[src/rtl/asrv32_writeback_unit.sv]
// asrv32 writeback/commit stage: selects the rd value, owns and advances the
// architectural PC, waits for multi-cycle loads and traps on misaligned targets.
// Optional feature macro: ASRV32_WB_INSTRET_EN enables the 64-bit retired
// instruction counter on o_instret; otherwise o_instret is tied to zero.

`ifndef OPCODE_WIDTH
`define OPCODE_WIDTH 11
`endif
`ifndef RTYPE
`define RTYPE 0
`endif
`ifndef ITYPE
`define ITYPE 1
`endif
`ifndef LOAD
`define LOAD 2
`endif
`ifndef STORE
`define STORE 3
`endif
`ifndef BRANCH
`define BRANCH 4
`endif
`ifndef JAL
`define JAL 5
`endif
`ifndef JALR
`define JALR 6
`endif
`ifndef LUI
`define LUI 7
`endif
`ifndef AUIPC
`define AUIPC 8
`endif
`ifndef SYSTEM
`define SYSTEM 9
`endif
`ifndef FENCE
`define FENCE 10
`endif

module asrv32_writeback_unit #(
    parameter int                XLEN        = 32,
    parameter logic [XLEN-1:0]   PC_RESET    = '0,
    parameter logic [31:0]       TRAP_VECTOR = 32'h0000_0004,
    parameter int                IALIGN      = 32
) (
    input  logic                     i_clk,
    input  logic                     i_rst_n,
    input  logic                     i_valid,
    output logic                     o_ready,
    input  logic [`OPCODE_WIDTH-1:0] i_opcode,
    input  logic [4:0]               i_rd_addr,
    input  logic [XLEN-1:0]          i_result_from_alu,
    input  logic [XLEN-1:0]          i_imm,
    input  logic [XLEN-1:0]          i_rs1_data,
    input  logic [XLEN-1:0]          i_load_data_from_memory,
    input  logic                     i_load_done,
    input  logic                     i_flush,
    output logic [XLEN-1:0]          o_rd,
    output logic [4:0]               o_rd_addr,
    output logic                     o_wr_rd_en,
    output logic [XLEN-1:0]          o_pc,
    output logic                     o_pc_update,
    output logic                     o_trap,
    output logic [63:0]              o_instret
);

    localparam logic [XLEN-1:0] TRAP_PC = XLEN'(TRAP_VECTOR);

    typedef enum logic [1:0] {ST_IDLE, ST_LOAD_WAIT, ST_COMMIT} state_t;

    state_t          state_q, state_d;
    logic [XLEN-1:0] cap_pc_q, cap_pc_d;
    logic [XLEN-1:0] cap_rd_q, cap_rd_d;
    logic [4:0]      cap_rd_addr_q, cap_rd_addr_d;
    logic            cap_wr_q, cap_wr_d;
    logic            cap_trap_q, cap_trap_d;
    logic [XLEN-1:0] o_pc_q, o_pc_d;
    logic [XLEN-1:0] o_rd_q, o_rd_d;
    logic [4:0]      o_rd_addr_q, o_rd_addr_d;
    logic            o_wr_rd_en_q, o_wr_rd_en_d;
    logic            o_pc_update_q, o_pc_update_d;
    logic            o_trap_q, o_trap_d;

    logic            is_load, is_branch, is_jal, is_jalr, taken, misaligned, writes_rd;
    logic [XLEN-1:0] sum, target, pc_plus4, next_pc, rd_sel;

    // Decode the incoming instruction: shared adder, next PC, rd value and trap.
    always_comb begin
        is_load   = i_opcode[`LOAD];
        is_branch = i_opcode[`BRANCH];
        is_jal    = i_opcode[`JAL];
        is_jalr   = i_opcode[`JALR];
        pc_plus4  = o_pc_q + XLEN'(4);
        sum       = (is_jalr ? i_rs1_data : o_pc_q) + i_imm;
        target    = is_jalr ? {sum[XLEN-1:1], 1'b0} : sum;
        taken     = is_jal | is_jalr | (is_branch & i_result_from_alu[0]);
        misaligned = (IALIGN == 16) ? target[0] : (target[1:0] != 2'b00);
        if (!taken)          next_pc = pc_plus4;
        else if (misaligned) next_pc = TRAP_PC;
        else                 next_pc = target;
        rd_sel = '0;
        if (i_opcode[`RTYPE] | i_opcode[`ITYPE]) rd_sel = i_result_from_alu;
        else if (is_jal | is_jalr)               rd_sel = pc_plus4;
        else if (i_opcode[`LUI])                 rd_sel = i_imm;
        else if (i_opcode[`AUIPC])               rd_sel = sum;
        // Only opcodes that produce a result may write; zero/unknown opcodes never do.
        writes_rd = (i_opcode[`RTYPE] | i_opcode[`ITYPE] | is_load | is_jal | is_jalr |
                     i_opcode[`LUI] | i_opcode[`AUIPC]) &
                    ~(is_branch | i_opcode[`STORE] | i_opcode[`SYSTEM] | i_opcode[`FENCE]) &
                    (i_rd_addr != 5'd0) & ~(taken & misaligned);
    end

    // Next-state logic: capture on accept, wait for load data, then commit for one cycle.
    always_comb begin
        state_d       = state_q;
        cap_pc_d      = cap_pc_q;
        cap_rd_d      = cap_rd_q;
        cap_rd_addr_d = cap_rd_addr_q;
        cap_wr_d      = cap_wr_q;
        cap_trap_d    = cap_trap_q;
        o_pc_d        = o_pc_q;
        o_rd_d        = o_rd_q;
        o_rd_addr_d   = o_rd_addr_q;
        o_wr_rd_en_d  = 1'b0;
        o_pc_update_d = 1'b0;
        o_trap_d      = 1'b0;
        case (state_q)
            ST_IDLE: begin
                if (i_valid) begin
                    cap_pc_d      = next_pc;
                    cap_rd_d      = rd_sel;
                    cap_rd_addr_d = i_rd_addr;
                    cap_wr_d      = writes_rd;
                    cap_trap_d    = taken & misaligned;
                    state_d       = is_load ? ST_LOAD_WAIT : ST_COMMIT;
                end
            end
            ST_LOAD_WAIT: begin
                // A flush kills the load even when the data arrives in the same cycle.
                if (i_flush) begin
                    state_d = ST_IDLE;
                end else if (i_load_done) begin
                    cap_rd_d = i_load_data_from_memory;
                    state_d  = ST_COMMIT;
                end
            end
            ST_COMMIT: begin
                o_pc_d        = cap_pc_q;
                o_rd_d        = cap_rd_q;
                o_rd_addr_d   = cap_rd_addr_q;
                o_wr_rd_en_d  = cap_wr_q;
                o_pc_update_d = 1'b1;
                o_trap_d      = cap_trap_q;
                state_d       = ST_IDLE;
            end
            default: state_d = ST_IDLE;
        endcase
    end

    // State and output registers.
    always_ff @(posedge i_clk or negedge i_rst_n) begin
        if (!i_rst_n) begin
            state_q       <= ST_IDLE;
            cap_pc_q      <= '0;
            cap_rd_q      <= '0;
            cap_rd_addr_q <= '0;
            cap_wr_q      <= 1'b0;
            cap_trap_q    <= 1'b0;
            o_pc_q        <= PC_RESET;
            o_rd_q        <= '0;
            o_rd_addr_q   <= '0;
            o_wr_rd_en_q  <= 1'b0;
            o_pc_update_q <= 1'b0;
            o_trap_q      <= 1'b0;
        end else begin
            state_q       <= state_d;
            cap_pc_q      <= cap_pc_d;
            cap_rd_q      <= cap_rd_d;
            cap_rd_addr_q <= cap_rd_addr_d;
            cap_wr_q      <= cap_wr_d;
            cap_trap_q    <= cap_trap_d;
            o_pc_q        <= o_pc_d;
            o_rd_q        <= o_rd_d;
            o_rd_addr_q   <= o_rd_addr_d;
            o_wr_rd_en_q  <= o_wr_rd_en_d;
            o_pc_update_q <= o_pc_update_d;
            o_trap_q      <= o_trap_d;
        end
    end

`ifdef ASRV32_WB_INSTRET_EN
    logic [63:0] instret_q, instret_d;

    // Count every commit that did not trap; wraps naturally at 2^64.
    always_comb begin
        instret_d = instret_q;
        if (state_q == ST_COMMIT && !cap_trap_q) instret_d = instret_q + 64'd1;
    end

    // Retired-instruction counter register.
    always_ff @(posedge i_clk or negedge i_rst_n) begin
        if (!i_rst_n) instret_q <= '0;
        else          instret_q <= instret_d;
    end

    assign o_instret = instret_q;
`else
    assign o_instret = '0;
`endif

    assign o_ready     = (state_q == ST_IDLE);
    assign o_rd        = o_rd_q;
    assign o_rd_addr   = o_rd_addr_q;
    assign o_wr_rd_en  = o_wr_rd_en_q;
    assign o_pc        = o_pc_q;
    assign o_pc_update = o_pc_update_q;
    assign o_trap      = o_trap_q;

endmodule

[config.mk]
export PLATFORM = sky130hd
export DESIGN_NAME = asrv32_writeback_unit
export DESIGN_NICKNAME = d
export VERILOG_FILES = /design/src/rtl/asrv32_writeback_unit.sv
export SDC_FILE = /design/constraint.sdc
export NUM_CORES = 1
export LEC_CHECK = 0
export CELL_PAD_IN_SITES_DETAIL_PLACEMENT = 1
export CELL_PAD_IN_SITES_GLOBAL_PLACEMENT = 2
export CORE_UTILIZATION = 41
export CTS_CLUSTER_DIAMETER = 60
export DETAILED_ROUTE_END_ITERATION = 8
export DONT_BUFFER_PORTS = 1
export PLACE_DENSITY = 0.83
export RECOVER_POWER = 25
export REMOVE_ABC_BUFFERS = 1
export SETUP_SLACK_MARGIN = 0.02
export SLEW_MARGIN = 25
export SYNTH_ARGS = -nofsm -noshare
export SYNTH_HDL_FRONTEND = slang
export SYNTH_SLANG_ARGS = --single-unit
[constraint.sdc]
create_clock -name i_clk -period 6.7 [get_ports i_clk]
set_input_delay 0.67 -clock i_clk [delete_from_list [all_inputs] [get_ports i_clk]]
set_output_delay 0.67 -clock i_clk [all_outputs]
set_load 0.05 [all_outputs]
# After elaboration in Yosys (flattened, before gate mapping)
# Index checks and enable logic that the tools add are counted.
[word_totals] out_inout_bits=137 in_bits=149 ff_bits=145
[classes] eq_ne=6 addsub=2 mux=20 n_reduce_logical=7 n_bitwise=18
[op_table] cell="$mux 32" n=10
[op_table] cell="$pmux 32 s2" n=1
[op_table] cell="$add 32x3->32 const B" n=1
[op_table] cell="$add 32x32->32" n=1
[op_table] cell="$or 1x1->1" n=11
[op_table] cell="$mux 2" n=4
[op_table] cell="$ne 2x2->1 const B" n=3
[op_table] cell="$and 1x1->1" n=5
[op_table] cell="$reduce_bool 5->1" n=1
[op_table] cell="$mux 1" n=4
[op_table] cell="$pmux 2 s2" n=1
[op_table] cell="$reduce_and 2->1" n=2
[op_table] cell="$reduce_and 4->1" n=1
[op_table] cell="$reduce_bool 2->1" n=2
[op_table] cell="$ne 3x3->1 const B" n=1
[op_table] cell="$eq 2x1->1 const B" n=1
[op_table] cell="$eq 2x2->1 const B" n=1
[op_table] cell="$logic_not 2->1" n=1
[op_table] cell="$not 1->1" n=2

# Logic depth before layout (Yosys ltp)
# Gate-level depths: netlist of the first run.
[depth] depth_word=9 mapped_depth=13 depth_no_buf=11

# Worst setup path after synthesis of the first run
# Ideal clock, no wire load.
[synth_path] path_kind="input-to-reg" start="input i_opcode[6]" end="register cap_rd_q[24]" arrival_time_ps=3683 path_buffers=2 required_ps=6580 stages=12 setup_time_ps=120 path_slack_ps=2897 path_cell_list="clkbuf_1 -> clkbuf_1 -> mux2_2 -> ha_1 -> a211oi_2 -> nor2_1 -> o31a_1 -> a2111o_1 -> a31oi_1 -> xor2_1 -> o21ai_1 -> and3_1"
[synth_between] elab_chain_cells=8
[synth_rtl] item="start: declaration" line_no="53" rtl="input logic [`OPCODE_WIDTH-1:0] i_opcode,"
[synth_rtl] item="$mux 32" line_no="97" rtl="sum = (is_jalr ? i_rs1_data : o_pc_q) + i_imm;"
[synth_rtl] item="$add 32x32->32" line_no="97"
[synth_rtl] item="$mux 32" line_no="108" rtl="else if (i_opcode[`AUIPC]) rd_sel = sum;"
[synth_rtl] item="$mux 32" line_no="107" rtl="else if (i_opcode[`LUI]) rd_sel = i_imm;"
[synth_rtl] item="$mux 32 (*)" line_no="106" rtl="else if (is_jal | is_jalr) rd_sel = pc_plus4;"
[synth_rtl] item="$mux 32 (*)" line_no="105" rtl="if (i_opcode[`RTYPE] | i_opcode[`ITYPE]) rd_sel = i_result_from_alu;"
[synth_rtl] item="$mux 32 (*)" line_no="132" rtl="if (i_valid) begin"
[synth_rtl] item="$pmux 32 s2 (*)" line_no="130" rtl="case (state_q)"
[synth_rtl] item="end signal: assignment" line_no="181" rtl="cap_rd_q <= cap_rd_d;"
[synth_rtl] item="end: declaration" line_no="76" rtl="logic [XLEN-1:0] cap_rd_q, cap_rd_d;"
# Mark *: on every way between the ends. The rest lies on a longest branch, timed or not. The select of a mux whose other input is x is not followed.
# A chain may end at the register's enable or synchronous reset.

==> results of run 1 <==
## power groups by stage
stage	Combinational, mW	Clock (mW)	Sequential, mW
2_1_floorplan	1.20	0	2.15
3_3_place_gp	1.53	0	2.27
3_5_place_dp	1.56	0	2.29
4_1_cts	1.60	0.953	2.27
5_1_grt	1.76	0.985	2.32
6_report	1.61	0.939	2.27
## sequential cells by signal, summed over array words and instances (netlist names)
| signal | count |
|---|---|
| cap_pc_q | 32 |
| cap_rd_q | 32 |
| o_pc | 32 |
| o_rd | 32 |
| cap_rd_addr_q | 5 |
| o_rd_addr | 5 |
| state_q | 2 |
| cap_trap_q | 1 |
| cap_wr_q | 1 |
| o_pc_update | 1 |
| o_trap | 1 |
| o_wr_rd_en | 1 |
## cells by family (layout without fill, tap and decap cells)
kind of cell               count (synthesis)  in the layout  synth area share, %
and+or+nand+nor                          315            315                 14.5
AOI/OAI and AO/OA                        313            313                 20.8
muxes                                    105            105                 11.7
other                                      1             67               0.0374
buffers and inverters                    147             62                 7.93
DFF                                      145            145                 36.2
xor gates and xnor gates                  53             53                 4.63
adders and majority gates                 33             33                 4.20
## final timing paths
path | start | endpoint | slack (ns)
max in group i_clk | o_pc[0]$_DFFE_PN0P_ | cap_pc_q[24]$_DFFE_PN0P_ | 2.94
worst max register to register | o_pc[0]$_DFFE_PN0P_ | cap_pc_q[24]$_DFFE_PN0P_ | 2.94
min in group asynchronous | i_rst_n | cap_rd_q[11]$_DFFE_PN0P_ | 1.47
worst min-delay path | i_load_done | state_q[0]$_DFFE_PN0P_ | 0.33
worst min register to register | cap_wr_q$_DFFE_PN0P_ | cap_wr_q$_DFFE_PN0P_ | 0.47
worst max-delay path | i_rst_n | cap_pc_q[19]$_DFFE_PN0P_ | 2.92
## stage by stage
| step | power, mW | instance area, µm² | hold WS, ns |
|---|---|---|---|
| after detailed placement | 3.86 | 10100 | 0.380 |
| after CTS | 4.82 | 10600 | 0.274 |
| after global routing | 5.07 | 10700 | 0.322 |
| after global placement | 3.80 | 10100 | 0.378 |
| final | 4.83 | 10700 | 0.328 |
| after floorplan | 3.35 | 9510 | 0.374 |
## per-layer routing
metal  global-route usage [%]  wire, µm
met2                     47.1     17100
met4                     11.7      1040
met5                        0         0
met3                     7.92      3290
met1                     39.2     15800
## area by class of cell
type / instances / share of cell area [%]
inverters: 12 / 0.423
clock buffers: 18 / 4.12
well taps: 319 / 3.75
diodes: 3 / 0.0704
flip-flops and latches: 145 / 34.0
clock inverters: 14 / 1.14
repair buffers: 18 / 1.43
multi-input cells: 883 / 55.0
## placed cells by master (no fill, tap or decap), drive strengths merged, types with 13 or more instances in the layout
master,instances
a21o,16
xnor2,28
conb,64
mux2,98
clkbuf,19
nand3,26
nor3,23
a21oi,76
nor2,84
buf,17
xor2,25
a221oi,28
nand2,104
or3,22
nand4,16
a31oi,13
ha,32
inv,18
o21ai,80
dfrtp,145
## repair_timing
action	4_1_cts	5_1_grt
endpoints found under the hold margin	145	0
endpoints found under the setup margin	0	0
hold buffers	1	0
==> out/results.ini, run 1 <==
[status]
status = complete, but fails checks
failed_checks = max-capacitance violations, max-slew violations

[detailed_routing]
viasPerCell = 6.23
vias = 8803
routed_wl_um = 37200
drtAntennaViolNets = 0
dr.pass1.iters = 6
drt_iter0_markers = 501
routedWlPerCell_um = 26.3
drc_errors = 0

[power_and_ir_drop]
internal_power_mw = 2.33
p_comb_share_pct = 33.4
peakVddDrop_mv = 0.189
clkPwrFrac_pct = 19.5
power.leakage_nw = 4.38
powerDensity_mw_per_mm2 = 453
power_switching_mw = 2.50
sw_frac_of_total_pct = 51.7
pwr-share-seq_pct = 47.1

[yosys]
netlist_area_mm2 = 0.0100
synth_edf_count = 0
synthCells = 1112
ys_seq_area_share_pct = 36.2
yosys.area.top_type = dfrtp_1
synth.distinct_cells = 69
yosys_warnings = 0
syn_area_per_cell_um2 = 9.01
synth_common_cells = dfrtp_1 (145), nand2_1 (104), mux2_2 (98)
yosys.area.top_type_share_pct = 36.2
synthTopCellsByArea = dfrtp_1 (36%), mux2_2 (11%), buf_4 (4.8%)
ys_seq_elements = 145
async_flop_share_pct = 100
synth_flop_cell = dfrtp_1
synth_most_common_cell = dfrtp_1

[timing]
skew_ns = 0.0124
tightestPinTransition_ns = 3.82
finalWorstSetupSlack_ns = 2.92
fin_crit_sh_pct = 56.5
finalSetupViolations = 0
period_needed_ns = 3.78
grt_setup_unrepaired = false
slew_headroom_pct = -155
hold_violations = 0
setup_tns_ns = 0
drv_slew = 146
fmax_ghz = 0.264

[setup_path]
r2r_cells = 11
critical_path_required_ns = 6.36
cp_num_cells = 1
critical_path_class = input port to asynchronous set/reset pin
critPathMaxStageDelay_ns = 2.55
crit_chain = clkbuf_2
cp-start-kind = input port
cp_top_family = buffers and inverters
crit_arrival_ns = 3.44
crit_fanout = 145
end_kind = asynchronous set/reset pin
slowest_stage = clkbuf_2
path_buf_inv = 1

[floorplan]
design.core.area_mm2 = 0.0238
initial_core_util_pct = 42.2
rows = 56
ios = 286
dieArea_mm2 = 0.0251
dieHeight_um = 158
die_x_um = 158

[grt]
grtUsageTotal_pct = 30.0
gr-total-overflow = 0
antenna_found_initial = 4
grt_max_degree = 146
grt_first_pass_wirelength_um = 55000
grt_pass1_vias = 8923

[layout]
multi_input_area_mm2 = 0.00586
nets = 1259
fin_cells = 1412
post-route-util_pct = 44.9
syn2layout_area_growth_pct = 6.34
n_fill_cell = 2745
regArea_mm2 = 0.00363
layout-drive-gt1-share_pct = 15.0

[clocking]
cts_tree = done
clockRootBuffer = clkbuf_16
clockBufferDepth = 2
htree_num_levels = 4
insertion_delay_ns = 0.44
cts.sinks = 145
clk_pin_slew_worst_paths_ns = 0.07
ctsResizeCount = 0
post_cts.repair.setup_buffers = 0
cts_buffers = 17

[job]
cap_violations = 1

[place]
place_inst = 1375
io_buffers = 0
place_ws_ns = 2.96
routabilityCongestion = 0.915
dp_hpwl_um = 26000

[worst_hold_path]
holdPathStages = 1
hold_class = input port to flop

Note: power is estimated with default switching activity, not from simulation.
==> inputs of run 2 (changes only) <==
--- a/config.mk
+++ b/config.mk
@@ -7,11 +7,11 @@
 export LEC_CHECK = 0
 export CELL_PAD_IN_SITES_DETAIL_PLACEMENT = 1
 export CELL_PAD_IN_SITES_GLOBAL_PLACEMENT = 2
-export CORE_UTILIZATION = 41
+export CORE_UTILIZATION = 38
 export CTS_CLUSTER_DIAMETER = 60
 export DETAILED_ROUTE_END_ITERATION = 8
 export DONT_BUFFER_PORTS = 1
-export PLACE_DENSITY = 0.83
+export PLACE_DENSITY = 0.78
 export RECOVER_POWER = 25
 export REMOVE_ABC_BUFFERS = 1
 export SETUP_SLACK_MARGIN = 0.02
==> constraint.sdc (replaced) <==
create_clock -name i_clk -period 3.92 [get_ports i_clk]
set_input_delay 0.392 -clock i_clk [delete_from_list [all_inputs] [get_ports i_clk]]
set_output_delay 0.392 -clock i_clk [all_outputs]
set_load 0.05 [all_outputs]
==> out/results.ini, run 2 (synthesized netlist as in run 1, its figures left out) <==
[layout]
final_cell_mix = dfrtp_1 (145), nand2_1 (104), mux2_2 (98), nor2_1 (80), a21oi_1 (75)  ; was dfrtp_1 (145), nand2_1 (104), mux2_2 (98), nor2_1 (81), a21oi_1 (75)
layout-drive-gt1-share_pct = 17.7  ; was 15.0%
n_fill_cell = 3023  ; was 2745
final_common_cell = dfrtp_1  ; unchanged
syn2layout_area_growth_pct = 9.35  ; was 6.34%
nets = 1294  ; was 1259

[setup_path]
r2r-start = o_pc[0]$_DFFE_PN0P_  ; unchanged
slowest_stage = a2111o_1  ; was clkbuf_2
cp-start-kind = flop  ; was input port
critical_path_class = flop to flop  ; was input port to asynchronous set/reset pin
critical_path_required_ns = 4.26  ; was 6.36 ns
cp_top_family = compound AO/OA/AOI/OAI gates  ; was buffers and inverters
crit_fanout = 5  ; was 145
critPathMaxStageDelay_ns = 0.48  ; was 2.55 ns
crit_start = o_pc[0]$_DFFE_PN0P_  ; was i_rst_n
end_kind = flop  ; was asynchronous set/reset pin
path_buf_inv = 0  ; was 1
crit_chain = mux2_2 > ha_1 > fa_1 > a211oi_2 > nor2_1 > o31a_1 > a2111o_1 > a31oi_1 > xor2_1 > o21ai_1 > and3_1  ; was clkbuf_2
regToRegSetupSlack_ns = 0.41  ; was 2.94 ns
crit_arrival_ns = 3.84  ; was 3.44 ns

[clocking]
htree_num_levels = 4  ; unchanged
clockRootBuffer = clkbuf_16  ; unchanged
cts.sinks = 145  ; unchanged
cts_buffers = 17  ; unchanged
clockBufferDepth = 2  ; unchanged
clk_pin_slew_worst_paths_ns = 0.08  ; was 0.07 ns
cts_tree = done  ; unchanged
insertion_delay_ns = 0.44  ; about the same
post_cts.repair.setup_buffers = 0  ; unchanged

[floorplan]
ios = 286  ; unchanged
rows = 59  ; was 56
initial_core_util_pct = 38.6  ; was 42.2%
dieArea_mm2 = 0.0270  ; was 0.0251 mm²
dieHeight_um = 164  ; was 158 µm
design.core.area_mm2 = 0.0260  ; was 0.0238 mm²
die_x_um = 164  ; was 158 µm

[timing]
finalWorstSetupSlack_ns = 0.414  ; was 2.92 ns
fmax_ghz = 0.285
period_needed_ns = 3.51
tightestPinTransition_ns = 2.17  ; was 3.82 ns
hold_violations = 0  ; unchanged
setup_tns_ns = 0  ; unchanged
grt_setup_unrepaired = false  ; unchanged
slew_headroom_pct = -44.5  ; was -155%
skew_ns = 0.0164  ; was 0.0124 ns
drv_slew = 146  ; unchanged
finalSetupViolations = 0  ; unchanged
fin_crit_sh_pct = 89.4

[status]
status = complete, but fails checks  ; unchanged
failed_checks = max-capacitance violations, max-slew violations  ; unchanged

[grt]
grtUsageTotal_pct = 29.0  ; was 30.0%
gr-total-overflow = 0  ; unchanged
antenna_found_initial = 3  ; was 4
grt_pass1_vias = 9240  ; was 8923
grt_first_pass_wirelength_um = 57600  ; was 55000 µm
grt_max_degree = 146  ; unchanged

[place]
dp_hpwl_um = 27500  ; was 26000 µm
place_ws_ns = 0.348  ; was 2.96 ns
routabilityCongestion = 0.895  ; was 0.915
io_buffers = 0  ; unchanged

[power_and_ir_drop]
peakVddDrop_mv = 0.282  ; was 0.189 mV
power.leakage_nw = 4.56  ; was 4.38 nW
powerDensity_mw_per_mm2 = 783  ; was 453 mW/mm²

[detailed_routing]
vias = 8831  ; was 8803
routed_wl_um = 38800  ; was 37200 µm
drt_iter0_markers = 540  ; was 501
routedWlPerCell_um = 26.5  ; was 26.3 µm
dr.pass1.iters = 5  ; was 6
viasPerCell = 6.04  ; was 6.23
drc_errors = 0  ; unchanged
drtAntennaViolNets = 0  ; unchanged

[worst_hold_path]
hold_class = input port to flop  ; unchanged
hp-start = i_load_done  ; unchanged

[job]
cap_violations = 1  ; unchanged

run 2: metal layers:
metal  wire length, µm  global-route usage (%)  vias up
li1                  -                       -     3941
met1             16600                    37.5     4461
met2             18000                    46.6      366
met3              3270                    7.86       61
met4              1010                    9.42        2
met5                13                       0        -
run 2: area by class of cell:
type                    count  area, µm²  share of cell area, %
flip-flops and latches    145       3630                   33.1
diodes                      2       5.00                 0.0457
clock inverters            15        164                   1.50
repair buffers             53        410                   3.75
clock buffers              17        425                   3.88
well taps                 335        419                   3.83
multi-input cells         883       5860                   53.5
inverters                  12       45.0                  0.411
run 2: per-stage QoR:
step	util (%)	power, mW	hold slack [ns]	cell area (µm²)	std cells
2_1_floorplan	-	5.73	0.0964	9510	1040
3_3_place_gp	39.9	6.75	0.100	10400	1427
3_5_place_dp	39.9	6.84	0.100	10400	1427
4_1_cts	42.2	8.60	0.0176	11000	1460
5_1_grt	42.2	9.03	0.0261	11000	1462
6_report	42.2	8.58	0.0446	11000	1462
run 2: timing repair:
action / 4_1_cts / 5_1_grt
endpoints found under the hold margin: 145 / 0
hold buffers: 1 / 0
setup endpoints to repair: 0 / 0
gates resized for setup: 0 / 0
run 2: worst paths after layout:
kind	endpoint	cells after the start
max	cap_rd_q[24]$_DFFE_PN0P_	11
min	state_q[0]$_DFFE_PN0P_	1
max reg2reg	cap_rd_q[24]$_DFFE_PN0P_	11
min reg2reg	cap_rd_addr_q[0]$_DFFE_PN0P_	2
max in group asynchronous	cap_pc_q[12]$_DFFE_PN0P_	1
min in group asynchronous	o_rd_addr[2]$_DFFE_PN0P_	1
run 2: where the power goes:
group          switching [mW]  internal, mW  total (mW)
clock                   0.798         0.906        1.70
sequential               1.12          2.04        3.16
combinational            2.43          1.29        3.71
